[config.mk]
export PLATFORM = sky130hd
export DESIGN_NAME = serial_link_arbiter_flat
export DESIGN_NICKNAME = d
export VERILOG_FILES = /design/src/rtl/serial_link_arbiter_if.sv /design/src/rtl/serial_link_arbiter.sv /design/src/flat_wrapper.sv
export SDC_FILE = /design/constraint.sdc
export NUM_CORES = 1
export LEC_CHECK = 0
export ABC_AREA = 1
export CAP_MARGIN = 40
export CORE_UTILIZATION = 49
export CTS_BUF_LIST = sky130_fd_sc_hd__clkbuf_8
export DETAILED_ROUTE_END_ITERATION = 10
export PLACE_DENSITY = 0.89
export RECOVER_POWER = 100
export REMOVE_ABC_BUFFERS = 1
export SYNTH_ARGS = -nofsm -noshare
export SYNTH_HDL_FRONTEND = slang
export SYNTH_SLANG_ARGS = --single-unit
export TNS_END_PERCENT = 1
[constraint.sdc]
create_clock -name clk -period 1.4 [get_ports clk]
set_input_delay 0.21 -clock clk [delete_from_list [all_inputs] [get_ports clk]]
set_output_delay 0.21 -clock clk [all_outputs]
set_load 0.1 [all_outputs]
[src/rtl/serial_link_arbiter_if.sv]
// Two-requester serial link bundle: word requests in, grants and a serial bit stream out.
// No logic of its own; it only groups the requester-side and arbiter-side signals.
// The requester side owns req/data/hold; the arbiter side owns every output.
interface serial_link_arbiter_if #(
  parameter int WIDTH = 8
);
  logic             req0;
  logic             req1;
  logic [WIDTH-1:0] data0;
  logic [WIDTH-1:0] data1;
  logic             hold;
  logic             gnt0;
  logic             gnt1;
  logic             sout;
  logic             sout_valid;
  logic             owner;
  logic             busy;
  logic             done;

  modport master (
    output req0, req1, data0, data1, hold,
    input  gnt0, gnt1, sout, sout_valid, owner, busy, done
  );

  modport slave (
    input  req0, req1, data0, data1, hold,
    output gnt0, gnt1, sout, sout_valid, owner, busy, done
  );
endinterface

[src/rtl/serial_link_arbiter.sv]
// Round-robin arbiter that loads the winner's word into one shift chain and sends it LSB-first.
// Latency: grant and first bit one edge after req in IDLE; transfer period WIDTH+2 cycles.
// Backpressure: hold freezes the chain while shifting; requests are only sampled in IDLE.
module serial_link_arbiter #(
  parameter int WIDTH = 8
) (
  input logic                 clk,
  input logic                 reset,
  serial_link_arbiter_if.slave bus
);
  localparam int CW = $clog2(WIDTH);
  localparam logic [CW-1:0] LAST_CNT = CW'(WIDTH - 1);

  localparam logic [1:0] IDLE  = 2'd0;
  localparam logic [1:0] SHIFT = 2'd1;
  localparam logic [1:0] DONE  = 2'd2;

  logic [1:0]       state;
  logic [WIDTH-1:0] shreg;
  logic [CW-1:0]    count;
  logic             last;
  logic             gnt0_r;
  logic             gnt1_r;
  logic             valid_r;
  logic             owner_r;
  logic             busy_r;
  logic             done_r;
  logic             any_req;
  logic             win;

  // Pick the winner: a lone requester wins, a tie goes to whoever was not served last.
  always_comb begin
    any_req = bus.req0 | bus.req1;
    if (bus.req0 && bus.req1) begin
      win = ~last;
    end else begin
      win = bus.req1;
    end
  end

  // Sequencer: arbitrate in IDLE, shift one bit per unheld cycle, one DONE cycle, back to IDLE.
  always_ff @(posedge clk) begin
    if (!reset) begin
      state   <= IDLE;
      shreg   <= '0;
      count   <= '0;
      last    <= 1'b1;
      gnt0_r  <= 1'b0;
      gnt1_r  <= 1'b0;
      valid_r <= 1'b0;
      owner_r <= 1'b0;
      busy_r  <= 1'b0;
      done_r  <= 1'b0;
    end else begin
      // Grants are strictly one-cycle pulses, even if hold arrives right after.
      gnt0_r <= 1'b0;
      gnt1_r <= 1'b0;
      case (state)
        IDLE: begin
          if (any_req) begin
            state   <= SHIFT;
            shreg   <= win ? bus.data1 : bus.data0;
            count   <= '0;
            last    <= win;
            owner_r <= win;
            gnt0_r  <= ~win;
            gnt1_r  <= win;
            busy_r  <= 1'b1;
            valid_r <= 1'b1;
          end
        end
        SHIFT: begin
          if (!bus.hold) begin
            shreg <= {1'b0, shreg[WIDTH-1:1]};
            // Leave count at its final value on the last shift so it never wraps.
            if (count == LAST_CNT) begin
              state   <= DONE;
              valid_r <= 1'b0;
              done_r  <= 1'b1;
            end else begin
              count <= count + 1'b1;
            end
          end
        end
        DONE: begin
          state  <= IDLE;
          done_r <= 1'b0;
          busy_r <= 1'b0;
        end
        default: begin
          state <= IDLE;
        end
      endcase
    end
  end

  assign bus.gnt0       = gnt0_r;
  assign bus.gnt1       = gnt1_r;
  assign bus.sout       = shreg[0];
  assign bus.sout_valid = valid_r;
  assign bus.owner      = owner_r;
  assign bus.busy       = busy_r;
  assign bus.done       = done_r;
endmodule
[src/flat_wrapper.sv]
// flat-port wrapper written by rule: the top's interface ports become plain ports
module serial_link_arbiter_flat 
#(
  parameter int WIDTH = 8
)
  (clk, reset, bus_req0, bus_req1, bus_data0, bus_data1, bus_hold, bus_gnt0, bus_gnt1, bus_sout, bus_sout_valid, bus_owner, bus_busy, bus_done);
  serial_link_arbiter_if #(.WIDTH(WIDTH)) bus_i ();
  input logic clk;
  input logic reset;
  input wire logic [$bits(bus_i.req0)-1:0] bus_req0;
  input wire logic [$bits(bus_i.req1)-1:0] bus_req1;
  input wire logic [$bits(bus_i.data0)-1:0] bus_data0;
  input wire logic [$bits(bus_i.data1)-1:0] bus_data1;
  input wire logic [$bits(bus_i.hold)-1:0] bus_hold;
  output wire logic [$bits(bus_i.gnt0)-1:0] bus_gnt0;
  output wire logic [$bits(bus_i.gnt1)-1:0] bus_gnt1;
  output wire logic [$bits(bus_i.sout)-1:0] bus_sout;
  output wire logic [$bits(bus_i.sout_valid)-1:0] bus_sout_valid;
  output wire logic [$bits(bus_i.owner)-1:0] bus_owner;
  output wire logic [$bits(bus_i.busy)-1:0] bus_busy;
  output wire logic [$bits(bus_i.done)-1:0] bus_done;
  assign bus_i.req0 = bus_req0;
  assign bus_i.req1 = bus_req1;
  assign bus_i.data0 = bus_data0;
  assign bus_i.data1 = bus_data1;
  assign bus_i.hold = bus_hold;
  assign bus_gnt0 = bus_i.gnt0;
  assign bus_gnt1 = bus_i.gnt1;
  assign bus_sout = bus_i.sout;
  assign bus_sout_valid = bus_i.sout_valid;
  assign bus_owner = bus_i.owner;
  assign bus_busy = bus_i.busy;
  assign bus_done = bus_i.done;
  serial_link_arbiter #(.WIDTH(WIDTH)) u_core (.clk(clk), .reset(reset), .bus(bus_i));
endmodule
Yosys cells after proc, flatten, opt, wreduce, memory -nomap -nowiden
Cells that the tools add are included.

Equal/unequal tests: 7. Bitwise operators: 3. Add/subtract/negate cells: 1. Reduce and logical (&&, ||, !) cells: 13. Multiplexer cells: 21.

Operators by type and width (number): two-way mux 8 bit (3); one-hot mux 8 bit (2 select lines) (1); AND reduction 3 bit (4); two-way mux 3 bit (3); AND reduction 4 bit (2); two-way mux 1 bit (6); two-way mux 2 bit (3); one-hot mux 1 bit (2 select lines) (3); one-hot mux 3 bit (2 select lines) (1); nonzero test 2 bit (3); inequality test 2 x 1 -> 1 bit, second input constant (2); inequality test 2 bit, second input constant (2); one-hot mux 2 bit (2 select lines) (1); AND reduction 2 bit (2); adder 3 x 1 -> 3 bit, second input constant (1); equality test 3 bit, second input constant (1); equality test 2 x 1 -> 1 bit, second input constant (1); equality test 2 bit, second input constant (1); zero test 2 bit (1); NOT 1 bit (2); logical AND 1 bit (1); OR 1 bit (1).

Register bits: 20. Output and inout port bits: 7. Bits of input ports: 21.

Depth between registers and ports, before layout
Word-level depth: 5. Depth in mapped cells: 8.

Least setup slack after synthesis
No wires, ideal clock.

Kind: register to register. From: register, netlist name u_core.shreg[0]. To: register u_core.shreg[0]. Path buffers: 0. Path slack: 92 ps. Setup time: 70 ps. Cell stages (with the launch flop): 5. Clock period less this slack: 1308 ps. Data required time: 1330 ps. Arrival time: 1238 ps. Cell sequence: dfxtp_1 -> inv_1 -> nand2_1 -> nand2_1 -> a21oi_1.

RTL lines: end signal: assignment (line serial_link_arbiter.sv:62) `shreg <= win ? bus.data1 : bus.data0;`; end signal: assignment (line serial_link_arbiter.sv:74) `shreg <= {1'b0, shreg[WIDTH-1:1]};`; end: declaration (line serial_link_arbiter.sv:19) `logic [WIDTH-1:0] shreg;`.

Final worst setup path
From: register u_core.shreg[0]. To: output port bus_sout.

RTL lines: end: declaration (line flat_wrapper.sv:17) `output wire logic [$bits(bus_i.sout)-1:0] bus_sout;`.

No word-level cell between the ends.

==> results_dict.tcl <==
set metrics [dict create \
    cts_sinks 20 \
    rsz0062_at_grt "no" \
    die_area_um2 2320 \
    critPathMaxStageDelay_ns 0.46 \
    postCtsSetupRepairBufs 0 \
    ys_top_cells_by_count "nand2_1, inv_1, nor2_1, dfxtp_1, nand3_1" \
    ys_ff_latch 20 \
    grt_pass1_vias 929 \
    routedWlPerCell_um 11.1 \
    hold_path_class "flip-flop to flip-flop" \
    hold_slack_ns 0.469 \
    drt_iter0_markers 29 \
    arrival_ns 1.06 \
    antenna_cells 0 \
    grt_max_degree 17 \
    cp_top_family "buffers and inverters" \
    clock_tree.root_cell "clkbuf_8" \
    cts_resized 0 \
    hold_start "u_core.count[1]" \
    internal_power_w 0.00104 \
    critPathSlowestCell "clkbuf_2" \
    synth_edf_count 0 \
    p_switching_w 0.000556 \
    crit_type "flip-flop to output port" \
    r2r-start "u_core.count[0]" \
    fin_cells 210 \
    report.final.slew_viol_count 0 \
    gp_congestion 0.802 \
    cellLeakagePower_nw 0.655 \
    antenna_left 0 \
    syn_area_um2 1040 \
    synth_flop_cell "dfxtp_1" \
    cts_buffers 3 \
    clk_pin_slew_ns 0.07 \
    switching_share 0.348 \
    p_clk_frac 0.278 \
    area_delta_synth_final_pct 31.3 \
    yosys-top-cells-area "dfxtp_1, nand2_1, inv_1, nor2_1, nand3_1" \
    setup_viol 0 \
    required_ns 1.19 \
    cp_cell_sequence "clkbuf_2" \
    clock.fmax_ghz 0.788 \
    drive_gt1_frac 0.148 \
    coreArea_um2 1980 \
    wl_um 2320 \
    synth_cells 150 \
    vias_per_cell 4.80 \
    die_w_um 48.2 \
    finalCritPeriodShare 0.907 \
    cts_tree "done" \
    ios 28 \
    die_y_um 48.2 \
    async_flop_share 0 \
    pwr-share-comb 0.310 \
    dr.pass1.iters 4 \
    hold_viol 0 \
    ys_seq_area_frac 0.383 \
    insertion_delay_ns 0.26 \
    yosysUniqueCellTypes 19 \
    syn_area_per_cell_um2 6.97 \
    critical_path_peak_fanout 2 \
    initial_core_util 0.527 \
    final_nets 207 \
    outcome "finished clean" \
    worst-path-buf-inv 1 \
    synth.most_common_cell "nand2_1" \
    ctsHoldBuffers 0 \
    cp-start-kind "flip-flop" \
    vdd_drop_max_uv 980 \
    synth_warnings 0 \
    dp_hpwl_um 1680 \
    p_per_area_nw_per_um2 1160 \
    period_minus_slack_ns 1.27 \
    drv_cap 0 \
    antenna_found_initial 0 \
    netlist.area_leader.share 0.383 \
    crit_start "u_core.shreg[0]" \
    grt_use_total 0.225 \
    cts_buffer_depth 2 \
    dp_cells 206 \
    drc_errors 0 \
    finClkSkew_ns 0.00129 \
    rows 16 \
    grt_pass1_wl_um 3600 \
    endpoint_kind "output port" \
    gr-total-overflow 0 \
    seq_power_share 0.412 \
    synth_area_leader_cell "dfxtp_1" \
    maxSlewHeadroom 0.641 \
    cts_max_level 1 \
    tightest_slew_ns 0.542 \
    vias 1008 \
    numPortBuffers 27 \
]
[final timing paths]
check                                to  slack (ns)  cells after the start
setup / recovery               bus_sout        0.13                      1
hold / removal          u_core.count[1]        0.47                      2
setup reg to reg  u_core.bus.sout_valid        0.13                      7
hold reg to reg         u_core.count[1]        0.47                      2
[registers in the layout, summed over array words and instances, names as in the netlist]
name and count:
u_core.shreg 8, u_core.count 3, u_core.state 2, u_core.bus.busy 1, u_core.bus.done 1, u_core.bus.gnt0 1, u_core.bus.gnt1 1, u_core.bus.owner 1
u_core.bus.sout_valid 1, u_core.last 1
[metrics by stage]
step / cell area (um^2) / TNS (ns) / setup slack (ns) / util / total power [W]
floorplan: 1010 / 0 / 0.102 / - / 0.00102
global placement: 1430 / -0.00116 / -0.00116 / 0.720 / 0.00122
detailed placement: 1430 / -0.0803 / -0.0262 / 0.720 / 0.00124
CTS: 1480 / 0 / 0.123 / 0.747 / 0.00168
global route: 1370 / 0 / 0.00977 / 0.692 / 0.00167
finish: 1370 / 0 / 0.131 / 0.692 / 0.00160
[power by group through the flow]
stage               combinational [W]  sequential, W  clock [W]
finish                       0.000495       0.000659   0.000443
global route                 0.000545       0.000664   0.000462
CTS                          0.000558       0.000671   0.000451
detailed placement           0.000554       0.000683          0
global placement             0.000543       0.000681          0
floorplan                    0.000209       0.000807          0
[routing by layer]
metal	vias up	GRT usage	wire length, um
met5	-	0	0
met4	0	0.144	31
met3	4	0.0407	115
met2	36	0.400	1170
met1	438	0.244	1000
li1	530	-	-
[layout make-up]
cell class,instances,area [um^2]
clock buffers,4,55.1
fillers,158,611
inverters,23,86.3
multi-input cells,103,515
flip-flops and latches,20,400
well taps,27,33.8
repair buffers,33,280
[cell families after synthesis]
logic type,Yosys count,share of synthesized area
flops,20,0.383
buf+inv,27,0.119
compound gates,15,0.0850
fa+ha+maj,2,0.0239
simple gates,86,0.389
[placed cells by master (no fill, tap or decap), types with 2 or more instances in the layout]
cell type | synthesis | layout
nor2_1 | 21 | 22
a21oi_1 | 10 | 10
clkdlybuf4s50_1 | 0 | 20
buf_4 | 0 | 6
nand3_1 | 14 | 14
clkbuf_8 | 0 | 4
nand2_1 | 34 | 35
inv_1 | 23 | 23
dfxtp_1 | 20 | 20
nand3b_1 | 8 | 8
nand2_2 | 4 | 3
clkbuf_2 | 0 | 3
a21oi_2 | 3 | 3
ha_1 | 2 | 2
buf_2 | 0 | 4
No activity file was read; power rests on OpenSTA's default activity.
